--- src/rtl/mem_arb_pkg.sv ---
// Shared types for the main-memory arbiter: FSM states, requester ids, offset-bit helper.
// Pure declarations, no logic.
package mem_arb_pkg;

   typedef enum logic [2:0] {IDLE, WAIT, XFER, LAST, DONE} arb_state_t;

   typedef enum logic {REQ_IC, REQ_DC} requester_t;

   localparam int WORD_OFS_BITS = 2;

   // Number of low address bits cleared to form a block base address.
   function automatic int offset_bits(input int block_words);
      return $clog2(block_words) + WORD_OFS_BITS;
   endfunction

endpackage

--- src/rtl/mem_arbiter_rr_arb2.sv ---
// Two-way round-robin arbiter: the requester not granted last wins a tie.
// Combinational, zero latency; no backpressure of its own.
module rr_arb2
   import mem_arb_pkg::*;
(
   input  logic       req_ic,
   input  logic       req_dc,
   input  requester_t last_gnt,
   output requester_t gnt,
   output logic       gnt_vld
);

   always_comb begin
      gnt = REQ_IC;
      if (req_ic && req_dc) begin
         gnt = (last_gnt == REQ_IC) ? REQ_DC : REQ_IC;
      end else if (req_dc) begin
         gnt = REQ_DC;
      end
   end

   assign gnt_vld = req_ic | req_dc;

endmodule

--- src/rtl/mem_arbiter.sv ---
// Serialises I-cache and D-cache block transfers onto one memory; first beat after MEM_LATENCY waits,
// one beat per cycle; requests are held as levels until the owner's done pulse.
module mem_arbiter
   import mem_arb_pkg::*;
#(
   parameter int ADDR_WIDTH  = 32,
   parameter int DATA_WIDTH  = 32,
   parameter int BLOCK_WORDS = 4,
   parameter int MEM_LATENCY = 2,
   localparam int BW         = $clog2(BLOCK_WORDS)
)(
   input  logic                  clk,
   input  logic                  rst,
   input  logic                  ic_req,
   input  logic [ADDR_WIDTH-1:0] ic_addr,
   output logic [DATA_WIDTH-1:0] ic_rdata,
   output logic                  ic_rvalid,
   output logic [BW-1:0]         ic_beat,
   output logic                  ic_done,
   input  logic                  dc_req,
   input  logic                  dc_we,
   input  logic [ADDR_WIDTH-1:0] dc_addr,
   input  logic [DATA_WIDTH-1:0] dc_wdata,
   output logic                  dc_wready,
   output logic [DATA_WIDTH-1:0] dc_rdata,
   output logic                  dc_rvalid,
   output logic [BW-1:0]         dc_beat,
   output logic                  dc_done,
   output logic                  mem_en,
   output logic                  mem_we,
   output logic [ADDR_WIDTH-1:0] mem_addr,
   output logic [DATA_WIDTH-1:0] mem_wdata,
   input  logic [DATA_WIDTH-1:0] mem_rdata
);

   localparam int OFS   = offset_bits(BLOCK_WORDS);
   localparam int LAT_W = (MEM_LATENCY > 1) ? $clog2(MEM_LATENCY) : 1;
   localparam logic [LAT_W-1:0]      LAT_INIT  = (MEM_LATENCY > 0) ? LAT_W'(MEM_LATENCY - 1) : '0;
   localparam logic [BW-1:0]         LAST_BEAT = BW'(BLOCK_WORDS - 1);
   localparam logic [ADDR_WIDTH-1:0] BASE_MASK = ~((ADDR_WIDTH'(1) << OFS) - ADDR_WIDTH'(1));

   arb_state_t            state;
   requester_t            owner;
   requester_t            last_gnt;
   requester_t            gnt;
   logic                  gnt_vld;
   logic                  we_q;
   logic [ADDR_WIDTH-1:0] base_q;
   logic [BW-1:0]         beat_cnt;
   logic [LAT_W-1:0]      lat_cnt;
   logic                  rd_vld_q;
   logic [BW-1:0]         rd_beat_q;

   rr_arb2 u_rr_arb2 (
      .req_ic   (ic_req),
      .req_dc   (dc_req),
      .last_gnt (last_gnt),
      .gnt      (gnt),
      .gnt_vld  (gnt_vld)
   );

   always_ff @(posedge clk or negedge rst) begin
      if (!rst) begin
         state     <= IDLE;
         owner     <= REQ_IC;
         last_gnt  <= REQ_IC;
         we_q      <= 1'b0;
         base_q    <= '0;
         beat_cnt  <= '0;
         lat_cnt   <= '0;
         rd_vld_q  <= 1'b0;
         rd_beat_q <= '0;
      end else begin
         // Memory returns read data one cycle after the strobe, so valid/beat trail XFER by one stage.
         rd_vld_q  <= (state == XFER) && !we_q;
         rd_beat_q <= beat_cnt;
         case (state)
            IDLE: begin
               if (gnt_vld) begin
                  owner    <= gnt;
                  we_q     <= (gnt == REQ_DC) && dc_we;
                  base_q   <= ((gnt == REQ_DC) ? dc_addr : ic_addr) & BASE_MASK;
                  beat_cnt <= '0;
                  if (MEM_LATENCY == 0) begin
                     state <= XFER;
                  end else begin
                     state   <= WAIT;
                     lat_cnt <= LAT_INIT;
                  end
               end
            end
            WAIT: begin
               if (lat_cnt == '0) state <= XFER;
               else               lat_cnt <= lat_cnt - 1'b1;
            end
            XFER: begin
               if (beat_cnt == LAST_BEAT) begin
                  beat_cnt <= '0;
                  state    <= we_q ? DONE : LAST;
               end else begin
                  beat_cnt <= beat_cnt + 1'b1;
               end
            end
            LAST: state <= DONE;
            DONE: begin
               last_gnt <= owner;
               state    <= IDLE;
            end
            default: state <= IDLE;
         endcase
      end
   end

   logic xfer, wr_beat, rd_ic, rd_dc;
   assign xfer    = (state == XFER);
   assign wr_beat = xfer && we_q;
   assign rd_ic   = rd_vld_q && (owner == REQ_IC);
   assign rd_dc   = rd_vld_q && (owner == REQ_DC);

   assign mem_en    = xfer;
   assign mem_we    = wr_beat;
   assign mem_addr  = xfer ? (base_q | (ADDR_WIDTH'(beat_cnt) << 2)) : '0;
   assign mem_wdata = wr_beat ? dc_wdata : '0;

   assign ic_rvalid = rd_ic;
   assign ic_rdata  = rd_ic ? mem_rdata : '0;
   assign ic_beat   = rd_ic ? rd_beat_q : '0;
   assign ic_done   = (state == DONE) && (owner == REQ_IC);

   // During a write-back dc_beat tells the D-cache which word to present on dc_wdata.
   assign dc_wready = wr_beat;
   assign dc_rvalid = rd_dc;
   assign dc_rdata  = rd_dc ? mem_rdata : '0;
   assign dc_beat   = rd_dc ? rd_beat_q : (wr_beat ? beat_cnt : '0);
   assign dc_done   = (state == DONE) && (owner == REQ_DC);

endmodule

--- config.mk ---
export PLATFORM = sky130hd
export DESIGN_NAME = mem_arbiter
export DESIGN_NICKNAME = d
export VERILOG_FILES = /design/src/rtl/mem_arb_pkg.sv /design/src/rtl/mem_arbiter_rr_arb2.sv /design/src/rtl/mem_arbiter.sv
export SDC_FILE = /design/constraint.sdc
export NUM_CORES = 1
export LEC_CHECK = 0
export ABC_AREA = 1
export ABC_CLOCK_PERIOD_IN_PS = 1600
export CAP_MARGIN = 10
export CORE_MARGIN = 4
export CORE_UTILIZATION = 30
export DETAILED_ROUTE_END_ITERATION = 8
export PLACE_DENSITY = 0.81
export SLEW_MARGIN = 10
export SYNTH_ARGS = -nofsm -noshare
export SYNTH_HDL_FRONTEND = slang
export SYNTH_SLANG_ARGS = --single-unit
--- constraint.sdc ---
create_clock -name clk -period 1.6 [get_ports clk]
set_input_delay 0.32 -clock clk [delete_from_list [all_inputs] [get_ports clk]]
set_output_delay 0.32 -clock clk [all_outputs]
set_load 0.02 [all_outputs]
==> results of run 1 <==
==> layer usage <==
layer	global-route usage [%]	routed length [um]	vias to the layer above
li1	-	-	1924
met1	23.8	5110	1847
met2	42.8	7640	183
met3	6.30	1030	39
met4	9.00	612	0
met5	0	0	-
==> cell usage after synthesis <==
| cell type | instances | area, um^2 |
|---|---|---|
| sky130_fd_sc_hd__nor2_1 | 163 | 612 |
| sky130_fd_sc_hd__buf_1 | 3 | 11.3 |
| sky130_fd_sc_hd__nor3_1 | 2 | 10.0 |
| sky130_fd_sc_hd__o21ai_1 | 34 | 170 |
| sky130_fd_sc_hd__buf_6 | 9 | 101 |
| sky130_fd_sc_hd__nor2_4 | 2 | 22.5 |
| sky130_fd_sc_hd__ha_1 | 1 | 12.5 |
| sky130_fd_sc_hd__inv_2 | 2 | 7.51 |
| sky130_fd_sc_hd__nand2_1 | 42 | 158 |
| sky130_fd_sc_hd__o211ai_1 | 1 | 7.51 |
| sky130_fd_sc_hd__dfrtp_1 | 40 | 1000 |
| sky130_fd_sc_hd__clkbuf_1 | 8 | 30.0 |
| sky130_fd_sc_hd__o21bai_1 | 1 | 7.51 |
| sky130_fd_sc_hd__nand3_4 | 1 | 17.5 |
| sky130_fd_sc_hd__nand2_2 | 1 | 6.26 |
| sky130_fd_sc_hd__buf_4 | 3 | 22.5 |
| sky130_fd_sc_hd__buf_2 | 4 | 20.0 |
| sky130_fd_sc_hd__o21ai_0 | 29 | 145 |
| sky130_fd_sc_hd__nand4_1 | 1 | 6.26 |
| sky130_fd_sc_hd__nand3_1 | 6 | 30.0 |
| sky130_fd_sc_hd__inv_1 | 106 | 398 |
| sky130_fd_sc_hd__conb_1 | 1 | 3.75 |
| sky130_fd_sc_hd__nor2_2 | 1 | 6.26 |
==> flip-flops by register name, indices dropped and copies added, names as in the netlist <==
register and cells:
beat_cnt 2, we_q 1, rd_vld_q 1, base_q 28, rd_beat_q 2, state 3
last_gnt 1, lat_cnt 1, owner 1
==> logic make-up (layout without fill, tap and decap cells) <==
family / count (synthesis) / in the layout / synth area share [%]
AO/OA/AOI/OAI: 65 / 65 / 11.8
adder cells (fa/ha/maj): 1 / 1 / 0.446
buffers and inverters: 135 / 429 / 21.0
flip-flops: 40 / 40 / 35.7
other: 1 / 3 / 0.134
AND/OR/NAND/NOR: 219 / 219 / 30.9
==> power breakdown <==
part / leakage (nW) / switching (mW) / internal, mW
Sequential: 0.492 / 0.302 / 1.52
Clock: 0.0541 / 0.371 / 0.462
Combinational: 2.80 / 3.67 / 3.20
==> final timing paths <==
| path | start | endpoint | slack (ps) |
|---|---|---|---|
| min in group asynchronous | rst | base_q[13]$_DFFE_PN0P_ | 520 |
| hold / removal | beat_cnt[1]$_DFFE_PN0P_ | rd_beat_q[1]$_DFF_PN0_ | 480 |
| setup / recovery | state[0]$_DFFE_PN0P_ | mem_wdata[29] | -200 |
| hold reg to reg | beat_cnt[1]$_DFFE_PN0P_ | rd_beat_q[1]$_DFF_PN0_ | 480 |
| max in group asynchronous | rst | state[1]$_DFFE_PN0P_ | 890 |
| setup reg to reg | state[1]$_DFFE_PN0P_ | base_q[24]$_DFFE_PN0P_ | 130 |
==> cell type report <==
cell class,instances,area share (%)
timing repair buffer,313,48.4
multi-input combinational,287,27.3
sequential,40,14.6
inverter,108,6.01
tap,111,2.02
clock buffer,5,1.00
clock inverter,3,0.620
antenna,1,0.0364
==> per-stage QoR <==
step	cell area [um^2]	total power, mW	setup WS, ps
2_1_floorplan	3040	4.80	1.76
3_3_place_gp	5930	7.18	-360
3_5_place_dp	5930	7.34	-408
4_1_cts	5920	8.32	-201
5_1_grt	6870	10.1	-299
6_report	6870	9.52	-198
==> repair_timing <==
item | in CTS | in global routing
setup buffers | 3 | 6
endpoints found under the setup margin | 137 | 130
hold buffers | 1 | 0
endpoints found under the hold margin | 23 | 0
resized for setup | 709 | 216
cloned | 3 | 7
pin swaps | 1 | 1
==> run_results.csv, run 1 <==
group,metric,value,unit
outcome,status,"finished, violations left",
outcome,failed_checks,"setup timing",
sta,finalClockSkew,3.03,ps
worst_setup_path,timing.reg2reg.worst_path_depth,8,
power,power.density_cell_area,1390,nW/um^2
global_routing,grt_antenna_before_repair,1,
power,vdd_ir_drop_max,0.762,mV
die,design.portCount,272,
worst_setup_path,cpPeakStageDelay,400,ps
routing,postRouteAntennaNets,0,
place,place.gp.congestion,0.889,
yosys,yosysWarningCount,0,
worst_setup_path,arrival,1480,ps
routing,remaining_drc_errors,0,
die,initial_standard_cell_utilization_of_the_core,30.7,%
run,cap_viol_max_count,0,
cells_and_area,final_util,75.0,%
routing,drt_first_iter_violations,210,
clocking,htreeDepth,2,
global_routing,grtUsageTotal,22.8,%
clocking,cts_sinks,40,
cells_and_area,area_of_the_multi_input_gates,1870,um^2
global_routing,grt_start_max_net_pins,41,
sta,hold_violations_final,0,
routing,num_vias,3993,
cells_and_area,nFillCells,631,
cells_and_area,final_common_cell,"sky130_fd_sc_hd__clkdlybuf4s50_1",
global_routing,grt_pass1_vias,3890,
sta,fmax,556,MHz
yosys,synth_seq_cells,40,
worst_hold_path,hold_depth,0,
sta,timing.final.max_slew_violations,0,
die,die_span_in_y,105,um
worst_setup_path,endpoint_kind,"output pin",
sta,setup_violating_endpoint_count_in_the_final_report,124,
place,quantity_of_i_o_buffers_inserted_on_ports,261,
sta,rsz_0062_raised_after_global_routing,"yes",
worst_setup_path,critical_path.top_delay_family,"buffers and inverters",
cells_and_area,drive_gt1_share,41.0,%
power,static-leakage-power,3.35,nW
cells_and_area,area.sequential,1000,um^2
global_routing,grt_first_pass_wirelength,20.1,mm
yosys,synth.avg_cell_area,6.09,um^2
clocking,clk_latency,290,ps
cells_and_area,final_cells,868,
sta,sum_neg_setup_slack,-13310,ps
sta,hold_slack,479,ps
sta,layout_setup_ws,-198,ps
clocking,ctsRootBufferMaster,"sky130_fd_sc_hd__clkbuf_8",
worst_setup_path,cp_num_cells,7,
clocking,max-clock-path-buffers,2,
sta,min_period_over_period,112,%
yosys,ys_types,23,
sta,period_minus_slack,1800,ps
die,design.die.area,11000,um^2
routing,routedWlPerCell,16.6,um
yosys,syn_area,2810,um^2
worst_setup_path,setup.worst_path.class,"reg2out",
yosys,post_synth_inst_count,461,
die,die_width,105,um
worst_setup_path,timing.critical_path.mode_cell,"sky130_fd_sc_hd__nor2_4",
routing,post_drt_via_cell_ratio,4.60,
clocking,clkSlewWorstSetupHoldPaths,80,ps
worst_setup_path,path_buf_inv,4,
clocking,tritoncts,"yes",
worst_setup_path,critical_path_peak_fanout,8,
die,floorplan.core_area,9150,um^2
routing,wirelength,14.4,mm
cells_and_area,mostFrequentLayoutCells,"123 x sky130_fd_sc_hd__clkdlybuf4s50_1, 101 x sky130_fd_sc_hd__inv_1, 95 x sky130_fd_sc_hd__buf_6, 78 x sky130_fd_sc_hd__nor2_4",
worst_setup_path,setup.worst_path.start_class,"flop",
clocking,cts_buffers,5,
place,placed_cells_incl_taps,839,
worst_setup_path,critPathRequiredTime,1280,ps
routing,first_pass_iters,4,
worst_setup_path,worst_path_max_delay_cell,"sky130_fd_sc_hd__dfrtp_1",
worst_setup_path,crit_path_cell_trace,"inv_2, nand3_4, nor2_4, inv_6, buf_12, nor2_4, buf_6",
place,dp.final_hpwl,10.3,mm
cells_and_area,areaGrowthSynthToFinish,145,%
yosys,synth.yosys.seq_area_share,35.7,%
cells_and_area,final_net_count,889,
global_routing,grt_remaining_overflow,0,
worst_hold_path,hp-class,"reg2reg",
die,rows,35,
Note: power is estimated with default switching activity, not from simulation.
==> run 2, diff against run 1 <==
--- a/config.mk
+++ b/config.mk
@@ -12,6 +12,7 @@
 export CORE_UTILIZATION = 30
 export DETAILED_ROUTE_END_ITERATION = 8
 export PLACE_DENSITY = 0.81
+export SKIP_CTS_REPAIR_TIMING = 1
 export SLEW_MARGIN = 10
 export SYNTH_ARGS = -nofsm -noshare
 export SYNTH_HDL_FRONTEND = slang
==> run 2 against run 1 <==
  * The run still ends with setup timing left
  * Via count shrank 1.1%
  * Sequential share of layout area grew 0.33 points
  * Clock skew is essentially flat
==> run_results.csv, run 2 (synthesized netlist as in run 1, its figures left out) <==
group,metric,value,unit
worst_setup_path,arrival,1480,ps
worst_setup_path,timing.reg2reg.worst_path_depth,9,
power,combPwrFrac,71.3,%
place,dp.final_hpwl,10.3,mm
cells_and_area,drive_gt1_share,39.3,%
clocking,cts_buffers,5,
die,design.portCount,272,
sta,timing.final.max_slew_violations,0,
cells_and_area,most_flop_heavy_register,"base_q",
run,cap_viol_max_count,0,
clocking,ctsRootBufferMaster,"sky130_fd_sc_hd__clkbuf_8",
sta,fmax,556,MHz
routing,post_drt_via_cell_ratio,4.55,
sta,hold_violations_final,0,
routing,num_vias,3948,
clocking,cts_sinks,40,
worst_hold_path,hp-class,"reg2reg",
clocking,tritoncts,"yes",
cells_and_area,final_net_count,888,
die,die_span_in_y,105,um
worst_hold_path,hold_path.startpoint,"beat_cnt[1]$_DFFE_PN0P_",
sta,period_minus_slack,1800,ps
routing,wirelength,14.4,mm
worst_setup_path,regToRegEndpoint,"base_q[29]$_DFFE_PN0P_",
sta,layout_setup_ws,-199,ps
power,power_switching,4.25,mW
cells_and_area,final_common_cell,"sky130_fd_sc_hd__clkdlybuf4s50_1",
place,place_worst_setup_slack,-408,ps
clocking,clk_latency,290,ps
outcome,failed_checks,"setup timing",
power,vdd_ir_drop_max,0.698,mV
routing,postRouteAntennaNets,0,
worst_hold_path,hold_end,"rd_beat_q[1]$_DFF_PN0_",
cells_and_area,areaGrowthSynthToFinish,140,%
place,quantity_of_i_o_buffers_inserted_on_ports,261,
power,static-leakage-power,3.37,nW
place,place.gp.congestion,0.889,
global_routing,grt_pass1_vias,3815,
worst_setup_path,r2r_setup_slack,60,ps
routing,first_pass_iters,4,
die,rows,35,
global_routing,grt_antenna_before_repair,2,
die,die_width,105,um
power,p_int,4.95,mW
cells_and_area,largest_reg_flops,28,
routing,drt_first_iter_violations,192,
power,switching_share,46.2,%
die,initial_standard_cell_utilization_of_the_core,30.7,%
power,clock_power_share,9.0,%
sta,finalClockSkew,2.96,ps
global_routing,grt_first_pass_wirelength,19.4,mm
cells_and_area,final_cells,868,
power,seq_power_share,19.7,%
die,design.die.area,11000,um^2
sta,setup_violating_endpoint_count_in_the_final_report,128,
outcome,status,"finished, violations left",
global_routing,grt_remaining_overflow,0,
clocking,max-clock-path-buffers,2,
routing,remaining_drc_errors,0,
power,post-layout-total-power,9.19,mW
power,power.density_cell_area,1370,nW/um^2
place,placed_cells_incl_taps,839,
worst_setup_path,setup.worst_path.class,"reg2out",
sta,rsz_0062_raised_after_global_routing,"yes",
global_routing,grt_start_max_net_pins,41,
die,floorplan.core_area,9150,um^2
global_routing,grtUsageTotal,21.9,%
sta,min_period_over_period,112,%
worst_setup_path,endpoint_kind,"output pin",
cells_and_area,mostFrequentLayoutCells,"123 x sky130_fd_sc_hd__clkdlybuf4s50_1, 101 x sky130_fd_sc_hd__inv_1, 79 x sky130_fd_sc_hd__nor2_4, 74 x sky130_fd_sc_hd__nor2_1, 68 x sky130_fd_sc_hd__buf_6",
worst_setup_path,setup.worst_path.start_class,"flop",
routing,routedWlPerCell,16.6,um
worst_setup_path,worstReg2RegStart,"state[0]$_DFFE_PN0P_",
cells_and_area,top_regs,"base_q x28, state x3",
worst_hold_path,hold_depth,0,
worst_setup_path,critPathRequiredTime,1280,ps
clocking,clkSlewWorstSetupHoldPaths,80,ps
worst_setup_path,critical_path_peak_fanout,8,
cells_and_area,final_util,73.5,%
clocking,htreeDepth,2,
==> run 2: cell count changes in the layout (fill, tap and decap cells not counted), sizes merged <==
cell	before	now
dlymetal6s2s	0	4
buf	183	157
diode	1	2
clkbuf	11	32
==> run 2: metal layers <==
| metal | GRT usage (%) | share of wire (%) | up-vias |
|---|---|---|---|
| li1 | - | - | 1923 |
| met1 | 22.4 | 36 | 1817 |
| met2 | 41.8 | 53 | 169 |
| met3 | 5.99 | 7.0 | 39 |
| met4 | 8.15 | 4.0 | 0 |
| met5 | 0 | 0 | - |
==> run 2: worst max-delay path, cell delays in order, from the launching register on <==
cell and delay (ps):
sky130_fd_sc_hd__dfrtp_1 400, sky130_fd_sc_hd__inv_2 90, sky130_fd_sc_hd__nand3_4 90, sky130_fd_sc_hd__nor2_4 120
sky130_fd_sc_hd__inv_4 80, sky130_fd_sc_hd__clkbuf_16 190, sky130_fd_sc_hd__nor2_4 80, sky130_fd_sc_hd__buf_4 140
==> run 2: final cells by class <==
cell class,instances,area [um^2]
timing repair buffer,312,3210
fill,653,2430
multi-input combinational,287,1850
sequential,40,1000
inverter,108,408
tap,111,139
clock buffer,5,68.8
clock inverter,3,42.5
antenna,2,5.00
==> run 2: worst max-delay path by stage <==
stage	start	slack, ps	to	depth (start not counted)
after floorplan	state[0]$_DFFE_PN0P_	2	mem_wdata[10]	6
after global placement	state[0]$_DFFE_PN0P_	-360	mem_wdata[25]	7
after detailed placement	state[0]$_DFFE_PN0P_	-410	mem_wdata[29]	7
after CTS	state[0]$_DFFE_PN0P_	-740	mem_wdata[29]	7
after global routing	state[2]$_DFFE_PN0P_	-270	mem_wdata[19]	7
final	state[2]$_DFFE_PN0P_	-200	mem_wdata[24]	7
==> run 2: power by group through the flow <==
stage	logic, mW	clock network, mW	registers [mW]
after floorplan	3.05	0	1.76
after global placement	5.40	0	1.78
after detailed placement	5.53	0	1.80
after CTS	5.54	0.856	1.80
after global routing	7.00	0.893	1.87
final	6.55	0.829	1.81
==> run 2: per-stage QoR <==
| step | cell area, um^2 | setup TNS [ps] | hold WS, ps |
|---|---|---|---|
| detailed placement | 5930 | -37450 | 317 |
| finish | 6720 | -13090 | 480 |
| floorplan | 3040 | 0 | 24.4 |
| global route | 6720 | -23020 | 499 |
| CTS | 6050 | -74810 | -7.14 |
| global placement | 5930 | -35210 | 308 |
==> run 3, diff against run 2 <==
--- a/config.mk
+++ b/config.mk
@@ -11,6 +11,7 @@
 export CORE_MARGIN = 4
 export CORE_UTILIZATION = 30
 export DETAILED_ROUTE_END_ITERATION = 8
+export MAX_ROUTING_LAYER = met4
 export PLACE_DENSITY = 0.81
 export SKIP_CTS_REPAIR_TIMING = 1
 export SLEW_MARGIN = 10
==> run 3 against run 2 <==
  * The run still ends with setup timing left
  * Critical path depth unchanged
  * Core utilization down 0.92 points
  * Clock power down 21%
  * Combinational power down 2%
  * Clock skew up 2.6 ps
  * Cell count up 0.58%
  * Non-clock buffer count up 6
==> run_results.csv, run 3 (synthesized netlist as in run 1, its figures left out) <==
group,metric,value,unit
clocking,cts_sinks,40,
cells_and_area,area_of_the_multi_input_gates,1830,um^2
worst_setup_path,setup.worst_path.start_class,"flop",
worst_hold_path,hp-class,"in2async",
die,die_span_in_y,105,um
sta,fmax,562,MHz
global_routing,grt_pass1_vias,3851,
cells_and_area,most_flop_heavy_register,"base_q",
power,power.density_cell_area,1340,nW/um^2
sta,layout_setup_ws,-181,ps
clocking,tritoncts,"yes",
place,quantity_of_i_o_buffers_inserted_on_ports,261,
routing,postRouteAntennaNets,0,
cells_and_area,areaGrowthSynthToFinish,137,%
clocking,clk_latency,280,ps
routing,post_drt_via_cell_ratio,4.58,
routing,first_pass_iters,4,
worst_setup_path,worst_path_max_delay_cell,"sky130_fd_sc_hd__dfrtp_1",
worst_setup_path,critical_path_peak_fanout,4,
worst_setup_path,timing.reg2reg.worst_path_depth,10,
sta,rsz_0062_raised_after_global_routing,"yes",
run,cap_viol_max_count,0,
outcome,failed_checks,"setup timing",
worst_setup_path,setup.worst_path.class,"reg2out",
cells_and_area,area.sequential,1000,um^2
cells_and_area,mostFrequentLayoutCells,"123 x sky130_fd_sc_hd__clkdlybuf4s50_1, 102 x sky130_fd_sc_hd__inv_1, 79 x sky130_fd_sc_hd__nor2_1, 78 x sky130_fd_sc_hd__buf_4",
global_routing,grt_start_max_net_pins,33,
worst_setup_path,r2r_setup_slack,20,ps
cells_and_area,top_regs,"base_q x28, state x3",
die,design.die.area,11000,um^2
worst_setup_path,regToRegEndpoint,"base_q[31]$_DFFE_PN0P_",
worst_setup_path,critPathRequiredTime,1280,ps
routing,drt_first_iter_violations,195,
sta,min_period_over_period,111,%
sta,period_minus_slack,1780,ps
clocking,ctsRootBufferMaster,"sky130_fd_sc_hd__clkbuf_8",
worst_setup_path,arrival,1460,ps
cells_and_area,drive_gt1_share,39.0,%
die,die_width,105,um
global_routing,grt_remaining_overflow,0,
power,static-leakage-power,3.33,nW
clocking,max-clock-path-buffers,2,
global_routing,grt_first_pass_wirelength,19.2,mm
cells_and_area,largest_reg_flops,28,
clocking,clkSlewWorstSetupHoldPaths,80,ps
routing,routedWlPerCell,16.3,um
cells_and_area,nFillCells,703,
routing,wirelength,14.3,mm
sta,setup_violating_endpoint_count_in_the_final_report,122,
place,place_worst_setup_slack,-394,ps
die,floorplan.core_area,9150,um^2
die,initial_standard_cell_utilization_of_the_core,30.7,%
worst_setup_path,timing.critical_path.mode_cell,"sky130_fd_sc_hd__buf_4",
worst_setup_path,cpPeakStageDelay,400,ps
routing,remaining_drc_errors,0,
cells_and_area,final_common_cell,"sky130_fd_sc_hd__clkdlybuf4s50_1",
worst_setup_path,crit_path_cell_trace,"inv_2, nand3_4, nor2_4, buf_4, nand3_1, o21ai_1, buf_4",
sta,timing.final.max_slew_violations,0,
die,design.portCount,272,
global_routing,grt_antenna_before_repair,1,
power,vdd_ir_drop_max,0.718,mV
worst_setup_path,worstReg2RegStart,"state[1]$_DFFE_PN0P_",
worst_setup_path,endpoint_kind,"output pin",
sta,hold_violations_final,0,
cells_and_area,final_util,72.5,%
outcome,status,"finished, violations left",
clocking,cts_buffers,5,
place,dp.final_hpwl,10.4,mm
clocking,htreeDepth,2,
global_routing,grtUsageTotal,22.2,%
die,rows,35,
sta,hold_slack,395,ps
routing,num_vias,3999,
cells_and_area,final_net_count,894,
sta,finalClockSkew,5.59,ps
place,place.gp.congestion,0.873,
==> run 3: cell count changes in the layout (fill, tap and decap cells not counted), moves of 2 or more <==
| cell | before | now |
|---|---|---|
| sky130_fd_sc_hd__buf_4 | 67 | 78 |
| sky130_fd_sc_hd__buf_12 | 17 | 9 |
| sky130_fd_sc_hd__buf_6 | 68 | 75 |
| sky130_fd_sc_hd__nor2_1 | 74 | 79 |
| sky130_fd_sc_hd__o21ai_0 | 27 | 22 |
| sky130_fd_sc_hd__o21ai_1 | 36 | 41 |
| sky130_fd_sc_hd__nor2_4 | 79 | 75 |
| sky130_fd_sc_hd__clkbuf_1 | 0 | 2 |
| sky130_fd_sc_hd__clkbuf_2 | 20 | 18 |
| sky130_fd_sc_hd__dlymetal6s2s_1 | 4 | 2 |
| sky130_fd_sc_hd__inv_2 | 6 | 4 |
| sky130_fd_sc_hd__nand2_2 | 3 | 1 |
==> run 3: how the worst max path moves through the flow <==
stage | start | to | slack, ps | cells after the start
floorplan | state[0]$_DFFE_PN0P_ | mem_wdata[10] | 2 | 6
global placement | state[0]$_DFFE_PN0P_ | mem_wdata[17] | -380 | 7
detailed placement | state[0]$_DFFE_PN0P_ | mem_wdata[24] | -390 | 7
CTS | state[0]$_DFFE_PN0P_ | mem_wdata[24] | -720 | 7
global route | state[2]$_DFFE_PN0P_ | dc_beat[1] | -270 | 7
finish | state[2]$_DFFE_PN0P_ | dc_beat[1] | -180 | 7
==> run 3: metrics by stage <==
stage,setup TNS (ps),instances,power [mW],cell area (um^2)
6_report,-9890,873,8.92,6640
5_1_grt,-21460,873,9.56,6640
4_1_cts,-74410,852,8.01,6020
3_5_place_dp,-38560,844,7.32,5930
3_3_place_gp,-36180,844,7.16,5930
2_1_floorplan,0,462,4.80,3040
==> run 3: area by class of cell <==
cell class	count	area share, %
clock inverters	1	0.132
clock buffers	7	1.15
diodes	1	0.0377
inverters	108	6.18
multi-input cells	287	27.6
well taps	111	2.09
flip-flops and latches	40	15.1
repair buffers	318	47.7
==> run 3: critical path, delay by kind of cell, from the launching register on <==
kind | cells | cell delay (ps)
DFF | 1 | 400
and+or+nand+nor | 3 | 270
AOI/OAI and AO/OA | 1 | 110
buffers and inverters | 3 | 400
==> run 3: metal layers <==
metal	share of wire (%)	track usage, %	up-vias
li1	-	-	1930
met1	36	22.8	1867
met2	54	41.9	175
met3	6.8	4.88	27
met4	2.9	6.37	0
met5	0	-	-
==> run 3: where the power goes <==
group	leakage [nW]	internal (mW)	switching (mW)
clock network	0.0424	0.312	0.341
logic	2.79	2.90	3.55
registers	0.491	1.52	0.305
total	3.33	4.73	4.19
